--- src/rtl/tcb_arb_pkg.sv ---
// Shared types and helpers for the round-robin TCB arbiter (tcb_arb_rr).
package tcb_arb_pkg;

    // Tag index width is fixed wide enough for any practical manager count (up to 256).
    localparam int unsigned TAG_IDW = 8;

    typedef enum logic {
        ARB  = 1'b0,
        HOLD = 1'b1
    } arb_state_t;

    typedef struct packed {
        logic               vld;
        logic [TAG_IDW-1:0] idx;
    } rsp_tag_t;

    function automatic int unsigned next_idx(input int unsigned g, input int unsigned n);
        return (g + 32'd1 == n) ? 32'd0 : g + 32'd1;
    endfunction

endpackage

--- src/rtl/tcb_arb_rr_sel.sv ---
// Rotate-priority selector: first requesting index at or after ptr, wrapping modulo MPN.
module tcb_arb_rr_sel
    import tcb_arb_pkg::*;
#(
    parameter  int unsigned MPN = 2,
    localparam int unsigned IDW = $clog2(MPN)
)(
    input  logic [MPN-1:0] req_i,
    input  logic [IDW-1:0] ptr_i,
    output logic [IDW-1:0] gnt_o,
    output logic           any_o
);

    logic [IDW-1:0] idx;

    // Walk offsets from farthest to nearest so the nearest requester wins last.
    always_comb begin
        gnt_o = ptr_i;
        idx   = '0;
        any_o = |req_i;
        for (int i = MPN - 1; i >= 0; i--) begin
            idx = IDW'((int'(ptr_i) + i) % MPN);
            if (req_i[idx]) gnt_o = idx;
        end
    end

endmodule

--- src/rtl/tcb_arb_rr.sv ---
// Round-robin arbiter sharing one TCB subordinate among MPN managers, with response routing.
// Optional macro TCB_ARB_LOCK_EN adds man_lck_i for locked (atomic) transfer sequences.
module tcb_arb_rr
    import tcb_arb_pkg::*;
#(
    parameter  int unsigned MPN = 2,
    parameter  int unsigned ADR = 32,
    parameter  int unsigned DAT = 32,
    parameter  int unsigned DLY = 1,
    localparam int unsigned BEW = DAT / 8,
    localparam int unsigned IDW = $clog2(MPN)
)(
    input  logic                    clk_i,
    input  logic                    rst_ni,
    input  logic [MPN-1:0]          man_vld_i,
    input  logic [MPN-1:0]          man_wen_i,
    input  logic [MPN-1:0][ADR-1:0] man_adr_i,
    input  logic [MPN-1:0][BEW-1:0] man_ben_i,
    input  logic [MPN-1:0][DAT-1:0] man_wdt_i,
`ifdef TCB_ARB_LOCK_EN
    input  logic [MPN-1:0]          man_lck_i,
`endif
    output logic [MPN-1:0]          man_rdy_o,
    output logic [MPN-1:0][DAT-1:0] man_rdt_o,
    output logic [MPN-1:0]          man_sts_o,
    output logic                    sub_vld_o,
    output logic                    sub_wen_o,
    output logic [ADR-1:0]          sub_adr_o,
    output logic [BEW-1:0]          sub_ben_o,
    output logic [DAT-1:0]          sub_wdt_o,
    input  logic                    sub_rdy_i,
    input  logic [DAT-1:0]          sub_rdt_i,
    input  logic                    sub_sts_i
);

    arb_state_t     state_q;
    logic [IDW-1:0] ptr_q, ptr_d, gnt_q, sel_gnt, gnt;
    logic           sel_any, own_vld, trn, lock;
    rsp_tag_t       tag_in, tag_out;

    tcb_arb_rr_sel #(.MPN(MPN)) u_sel (
        .req_i (man_vld_i),
        .ptr_i (ptr_q),
        .gnt_o (sel_gnt),
        .any_o (sel_any)
    );

    // A frozen grant only stands while its owner still requests; otherwise arbitrate afresh.
    assign own_vld   = (state_q == HOLD) && man_vld_i[gnt_q];
    assign gnt       = own_vld ? gnt_q : sel_gnt;

    assign sub_vld_o = sel_any & rst_ni;
    assign sub_wen_o = man_wen_i[gnt];
    assign sub_adr_o = man_adr_i[gnt];
    assign sub_ben_o = man_ben_i[gnt];
    assign sub_wdt_o = man_wdt_i[gnt];
    assign trn       = sub_vld_o & sub_rdy_i;
    assign ptr_d     = IDW'(next_idx(32'(gnt), MPN));

    always_comb begin
        man_rdy_o      = '0;
        man_rdy_o[gnt] = trn;
    end

`ifdef TCB_ARB_LOCK_EN
    assign lock = man_lck_i[gnt];
`else
    assign lock = 1'b0;
`endif

    always_ff @(posedge clk_i or negedge rst_ni) begin
        if (!rst_ni) begin
            state_q <= ARB;
            ptr_q   <= '0;
            gnt_q   <= '0;
        end else if (sub_vld_o) begin
            gnt_q <= gnt;
            if (!sub_rdy_i || lock) begin
                state_q <= HOLD;
            end else begin
                state_q <= ARB;
                ptr_q   <= ptr_d;
            end
        end else begin
            state_q <= ARB;
        end
    end

    assign tag_in = '{vld: trn, idx: TAG_IDW'(gnt)};

    generate
        if (DLY == 0) begin : g_comb
            assign tag_out = tag_in;
        end else begin : g_pipe
            rsp_tag_t pipe_q [DLY];
            always_ff @(posedge clk_i or negedge rst_ni) begin
                if (!rst_ni) begin
                    for (int d = 0; d < DLY; d++) pipe_q[d] <= '0;
                end else begin
                    pipe_q[0] <= tag_in;
                    for (int d = 1; d < DLY; d++) pipe_q[d] <= pipe_q[d-1];
                end
            end
            assign tag_out = pipe_q[DLY-1];
        end
    endgenerate

    always_comb begin
        man_rdt_o = '0;
        man_sts_o = '0;
        for (int i = 0; i < MPN; i++) begin
            if (tag_out.vld && tag_out.idx == TAG_IDW'(i)) begin
                man_rdt_o[i] = sub_rdt_i;
                man_sts_o[i] = sub_sts_i;
            end
        end
    end

endmodule
--- config.mk ---
export PLATFORM = sky130hd
export DESIGN_NAME = tcb_arb_rr
export DESIGN_NICKNAME = d
export VERILOG_FILES = /design/src/rtl/tcb_arb_pkg.sv /design/src/rtl/tcb_arb_rr_sel.sv /design/src/rtl/tcb_arb_rr.sv
export SDC_FILE = /design/constraint.sdc
export NUM_CORES = 1
export LEC_CHECK = 0
export BUFFER_PORTS_ARGS = -buffer_cell sky130_fd_sc_hd__buf_2
export CAP_MARGIN = 20
export CORE_AREA = 2 2 121 123
export CTS_CLUSTER_SIZE = 24
export DETAILED_ROUTE_END_ITERATION = 10
export DIE_AREA = 0 0 123 125
export SLEW_MARGIN = 25
export SYNTH_ARGS = -nofsm -noshare
export SYNTH_HDL_FRONTEND = slang
export SYNTH_SLANG_ARGS = --single-unit
export TNS_END_PERCENT = 50
--- constraint.sdc ---
create_clock -name clk_i -period 2.2 [get_ports clk_i]
set_input_delay 0.44 -clock clk_i [delete_from_list [all_inputs] [get_ports clk_i]]
set_output_delay 0.44 -clock clk_i [all_outputs]
set_load 0.03 [all_outputs]
==> flow_summary_export.csv, run 1 <==
group,metric,value,unit
floorplanning,initial_core_util,11.06,%
finish,nNetsFinal,681,
yosys,synth.area.top_cells,"mux2_2 (45%), and2_1 (13%), and3_1 (13%)",
finish,seqCellArea,125.1,sq um
clock_tree,cts_made_buffers,3,
placed_design,dpl.hpwl,9475,um
worst_setup_path,cpMostUsedCell,"buf_12",
yosys,synth.most_common_cell,"mux2_2",
yosys,seq_area_frac_synth,7.962,%
route,antenna_left,0,
grt,first_global_vias,2601,
run_status,failed_checks,"negative setup slack",
yosys,netlist-cell-type-count,20,
timing,fin_tns_setup,-12310,ps
clock_tree,ctsHoldBuffers,0,
route,drt_iter0_markers,29,
timing,max_slew.worst_pin.slew,262.5,ps
yosys,ys_seq_elements,5,
worst_setup_path,crit_type,"reg2out",
timing,slew_viol_final,0,
route,wl_per_cell,15.44,um
route,via_per_inst,3.932,
grt,antenna_found_initial,3,
yosys,synth_top_cell_by_area,"mux2_2",
yosys,synthesis.nets,357,
worst_setup_path,crit_path_start_kind,"flop",
pwr,vdd_drop_max,0.2624,mV
timing,clock.fmax,0.4131,GHz
worst_setup_path,path_max_fanout,20,
route,finalWirelength,10620,um
worst_setup_path,slowest_stage,"dfrtp_1",
route,drc_errors,0,
finish,fillCellCount,1541,
worst_setup_path,max_stage_delay,380,ps
worst_setup_path,critPathRequiredTime,1760,ps
yosys,netlist.area_leader.share,45.14,%
worst_setup_path,endpoint_kind,"output port",
floorplanning,die_width,123,um
clock_tree,clk_latency,230,ps
timing,relSlewSlack,82.38,%
worst_setup_path,reg2reg_from,"state_q$_DFF_PN0_",
finish,final_area,3847,sq um
yosys,synthArstFlopShare,100.0,%
route,vias,2705,
grt,gr-total-overflow,0,
route,first_pass_iters,4,
placed_design,numPortBuffers,313,
timing,skew,0.5560,ps
timing,fin_crit_sh,110.0,%
floorplanning,die_h,125,um
clock_tree,tritoncts,"built",
worst_setup_path,crit_start,"state_q$_DFF_PN0_",
worst_setup_path,path_cells,"mux2_4 > o22ai_4 > buf_12 > buf_12 > mux2_2 > buf_6",
timing,period_minus_slack,2421,ps
run,drv_cap,0,
yosys,ys_warn_count,0,
finish,multi_input_area,1349,sq um
pwr,total_leakage_power,2.307,nW
finish,syn_to_final_growth,144.8,%
clock_tree,clkTransAtPathRegs,30,ps
clock_tree,cts_sinks,5,
grt,grt_max_degree,34,
yosys,synth_edf_count,0,
worst_setup_path,arrival,1980,ps
timing,finalWorstSetupSlack,-220.6,ps
worst_hold_path,hold_path.class,"in2async",
yosys,ys.flop_type,"dfrtp_1",
pwr,power.density,443.2,nW/um^2
floorplanning,pin_count,314,
finish,antenna_cells,0,
clock_tree,cts_max_level,1,
timing,rsz0062_at_grt,"yes",
placed_design,gp_congestion,0.8677,
clock_tree,cts_buffer_depth,2,
yosys,syn_inst,181,
yosys,syn_avg_cell_area,8.682,sq um
worst_setup_path,r2r_slack,830,ps
yosys,synth_commonest_cells,"mux2_2 (63), and2_1 (33), and3_1 (33)",
grt,grt_first_pass_wirelength,14560,um
run_status,status,"finished, violations left",
floorplanning,core,14200,sq um
timing,setup-violations-final,69,
clock_tree,cts-root-buf,"clkbuf_16",
floorplanning,die_area,15380,sq um
yosys,synth_area,1572,sq um
floorplanning,rows,44,
placed_design,place_area,3457,sq um
timing,final_hold_viol_count,0,
finish,drive_above_1_share,80.16,%
grt,grtUsageTotal,12.55,%
-- kinds of logic (layout without fill, tap and decap cells) --
logic type             count (synthesis)  count (layout)  synth area share (%)
muxes                                 70              70                 50.40
AOI/OAI and AO/OA                      9               9                 4.618
DFF                                    5               5                 7.962
buffers and inverters                 19             342                 7.165
and+or+nand+nor                       78              78                 29.86
-- stage by stage --
step / util (%) / instances / hold WS [ps] / worst slack [ps] / power [mW]
floorplan: - / 181 / 144.4 / 121.2 / 0.8202
global placement: 24.34 / 684 / 302.8 / 30.08 / 1.257
detailed placement: 24.34 / 684 / 307.2 / -3.656 / 1.259
CTS: 27.03 / 688 / 60.85 / -231.6 / 1.716
global route: 27.09 / 688 / 69.89 / -294.3 / 1.794
finish: 27.09 / 688 / 63.46 / -220.6 / 1.705
-- final timing paths --
check                      depth (start not counted)                    endpoint
max                                                6               sub_wdt_o[23]
min                                                1  g_pipe.pipe_q[0]$_DFF_PN0_
max reg2reg                                        5  g_pipe.pipe_q[0]$_DFF_PN0_
min reg2reg                                        3           gnt_q$_DFFE_PN0N_
max in group asynchronous                          1           ptr_q$_DFFE_PN0P_
min in group clk_i                                 2           state_q$_DFF_PN0_
-- timing repair --
| item | in CTS | in global routing |
|---|---|---|
| setup buffers | 0 | 0 |
| endpoints found under the setup margin | 69 | 69 |
| pin swaps | 0 | 0 |
| resized for setup | 104 | 2 |
-- cells in the final DEF (no fill, tap or decap) --
| cell type | n |
|---|---|
| buf_2 | 244 |
| mux2_2 | 60 |
| buf_4 | 56 |
| and3_1 | 33 |
| and2_1 | 33 |
| buf_6 | 33 |
| nor2_1 | 5 |
| mux2_4 | 5 |
| mux2_1 | 5 |
| dfrtp_1 | 5 |
| nor2b_1 | 4 |
| a21oi_1 | 4 |
| inv_1 | 3 |
| clkbuf_16 | 3 |
| nand2_1 | 2 |
| buf_12 | 2 |
| a211oi_1 | 1 |
| o22ai_4 | 1 |
| nand3_1 | 1 |
| a22o_1 | 1 |
| a21boi_0 | 1 |
| a311oi_1 | 1 |
| clkbuf_1 | 1 |
-- power by group --
| part | internal (mW) | switching, mW | leakage, nW | total [mW] |
|---|---|---|---|---|
| logic | 0.598 | 0.700 | 2.21 | 1.30 |
| registers | 0.102 | 0.00679 | 0.0641 | 0.109 |
| clock network | 0.240 | 0.0585 | 0.0382 | 0.299 |
-- area by class of cell --
cell class | count | area share [%]
sequential | 5 | 3.252
inverter | 3 | 0.2927
timing repair buffer | 335 | 53.37
tap | 184 | 5.984
clock buffer | 4 | 2.049
multi-input combinational | 157 | 35.06
-- routing by layer --
layer / track usage, % / routed length (um) / vias to the layer above
met5: 0 / 0 / -
met4: 3.743 / 321 / 0
met3: 2.920 / 1081 / 18
met2: 24.18 / 5423 / 206
met1: 13.18 / 3794 / 1190
li1: - / - / 1291
-- flip-flops by register name, summed over array words and instances (netlist names) --
signal / cells
ptr_q: 1
gnt_q: 1
state_q: 1
g_pipe.pipe_q: 2
-- critical path, delay by kind of cell, from the launching register on --
family                 cells  cell delay, ps
muxes                      2             680
AOI/OAI and AO/OA          1             180
buffers and inverters      3             500
DFF                        1             380
(Power assumes the default switching activity.)
==> inputs of run 2 (changes only) <==
--- a/config.mk
+++ b/config.mk
@@ -11,6 +11,7 @@
 export CTS_CLUSTER_SIZE = 24
 export DETAILED_ROUTE_END_ITERATION = 10
 export DIE_AREA = 0 0 123 125
+export REMOVE_ABC_BUFFERS = 1
 export SLEW_MARGIN = 25
 export SYNTH_ARGS = -nofsm -noshare
 export SYNTH_HDL_FRONTEND = slang
==> run 2 against run 1 <==
Final cell count down 0.73%. Sequential cell count unchanged. Die area did not move. Register-to-register slack lost 30 ps. Combinational power increased by 8%. Non-clock buffer count down 6. Clock-buffer cell count unchanged. Utilization rose by 1.7 points. Via count down 1.0%. Cell area increased by 6.4%. Global-route usage is 1.1 points lower. The run still ends with negative setup slack left.
==> flow_summary_export.csv, run 2 (same netlist as run 1, synthesis figures left out) <==
group,metric,value,unit
run_status,status,"finished, violations left",
run_status,failed_checks,"negative setup slack",
worst_setup_path,endpoint_kind,"output port",
timing,finalWorstSetupSlack,-244.7,ps
worst_hold_path,hold_path.class,"in2async",
worst_setup_path,path_max_fanout,8,
floorplanning,core,14200,sq um
clock_tree,clkTransAtPathRegs,30,ps
floorplanning,die_area,15380,sq um
clock_tree,cts_max_level,1,
clock_tree,clk_latency,230,ps
floorplanning,initial_core_util,11.06,%
route,antenna_left,0,
route,drt_iter0_markers,24,
grt,grt_first_pass_wirelength,13590,um
route,first_pass_iters,3,
timing,setup-violations-final,69,
grt,grt_max_degree,37,
grt,first_global_vias,2444,
timing,clock.fmax,0.4091,GHz
worst_setup_path,crit_path_start_kind,"flop",
clock_tree,tritoncts,"built",
timing,fin_crit_sh,111.1,%
grt,grtUsageTotal,11.48,%
worst_setup_path,rr_endpoint,"g_pipe.pipe_q[0]$_DFF_PN0_",
clock_tree,cts_made_buffers,3,
worst_setup_path,r2r_slack,800,ps
timing,max_slew.worst_pin.slew,235.5,ps
floorplanning,rows,44,
floorplanning,die_h,125,um
floorplanning,pin_count,314,
floorplanning,die_width,123,um
placed_design,numPortBuffers,313,
route,wl_per_cell,15.33,um
finish,syn_to_final_growth,160.6,%
pwr,vdd_drop_max,0.2014,mV
placed_design,place_area,3352,sq um
placed_design,dpl.hpwl,8734,um
finish,largest-register,"g_pipe.pipe_q",
timing,period_minus_slack,2445,ps
worst_setup_path,cp-endpoint,"sub_adr_o[11]",
timing,skew,1.884,ps
placed_design,place_inst,670,
finish,drive_above_1_share,80.32,%
finish,mostFrequentLayoutCell,"buf_2",
clock_tree,cts-root-buf,"clkbuf_16",
route,finalWirelength,10470,um
placed_design,gp_congestion,0.8159,
pwr,total_leakage_power,2.509,nW
worst_setup_path,critPathRequiredTime,1760,ps
worst_setup_path,reg2reg_from,"state_q$_DFF_PN0_",
finish,final_cell_mix,"buf_2 (245), buf_6 (53), mux2_4 (41)",
grt,gr-total-overflow,0,
timing,slew_viol_final,0,
clock_tree,cts_sinks,5,
grt,antenna_found_initial,4,
timing,fin_tns_setup,-13130,ps
route,drc_errors,0,
worst_setup_path,crit_start,"state_q$_DFF_PN0_",
pwr,power.density,445.2,nW/um^2
timing,relSlewSlack,84.30,%
route,vias,2678,
worst_setup_path,arrival,2000,ps
timing,final_hold_viol_count,0,
timing,rsz0062_at_grt,"yes",
finish,nNetsFinal,675,
route,via_per_inst,3.921,
finish,final_area,4095,sq um
run,drv_cap,0,
finish,fillCellCount,1490,
worst_setup_path,crit_type,"reg2out",
worst_setup_path,worst_r2r_path_depth,5,
finish,stdcell_count,683,
finish,largest_reg_flops,2,
clock_tree,cts_buffer_depth,2,
[run 2: through the flow]
stage          utilization, %  worst slack, ps  power (mW)  hold slack, ps
2_1_floorplan               -           -633.7      0.7885           144.4
3_3_place_gp            23.60           -1.808       1.209           300.5
3_5_place_dp            23.60           -11.34       1.212           301.3
4_1_cts                 25.47           -255.4       1.614           64.04
5_1_grt                 28.81           -302.6       1.910           76.40
6_report                28.83           -244.7       1.823           63.35
[run 2: where the power goes]
part           switching [mW]  internal [mW]  total [mW]
clock                  0.0602          0.240       0.300
combinational           0.729          0.686        1.41
sequential            0.00649          0.102       0.108
total                   0.795           1.03        1.82
[run 2: per-layer routing]
layer	global-route usage (%)	share of wire, %	up-vias
met5	0	0.15	-
met3	2.965	10	10
met4	1.003	0.91	2
li1	-	-	1279
met2	24.15	55	190
met1	11.17	33	1197
[run 2: how the worst min path moves through the flow]
stage	start	endpoint	slack (ps)	depth (start not counted)
2_1_floorplan	rst_ni	g_pipe.pipe_q[0]$_DFF_PN0_	140	0
4_1_cts	rst_ni	g_pipe.pipe_q[0]$_DFF_PN0_	60	1
5_1_grt	rst_ni	g_pipe.pipe_q[0]$_DFF_PN0_	80	1
3_3_place_gp	rst_ni	g_pipe.pipe_q[0]$_DFF_PN0_	300	1
6_report	rst_ni	g_pipe.pipe_q[0]$_DFF_PN0_	60	1
3_5_place_dp	rst_ni	g_pipe.pipe_q[0]$_DFF_PN0_	300	1
[run 2: final cells by class]
| class | instances | area, sq um | share of cell area [%] |
|---|---|---|---|
| diodes | 1 | 2.502 | 0.06111 |
| inverters | 3 | 11.26 | 0.2750 |
| multi-input cells | 157 | 1484 | 36.24 |
| flip-flops and latches | 5 | 125.1 | 3.055 |
| repair buffers | 329 | 2163 | 52.83 |
| clock buffers | 4 | 78.83 | 1.925 |
| well taps | 184 | 230.2 | 5.622 |
[run 2: timing repair]
item	in CTS	in global routing
cloned	0	6
pin swaps	0	1
buffers inserted	0	2
setup endpoints to repair	69	69
gates resized for setup	72	89
hold buffers	0	0
[run 2: worst max-delay path: stages, from the launching register on]
cell	delay [ps]
dfrtp_1	380
mux2_4	320
o22ai_4	200
buf_12	180
buf_6	160
mux2_2	360
buf_4	170
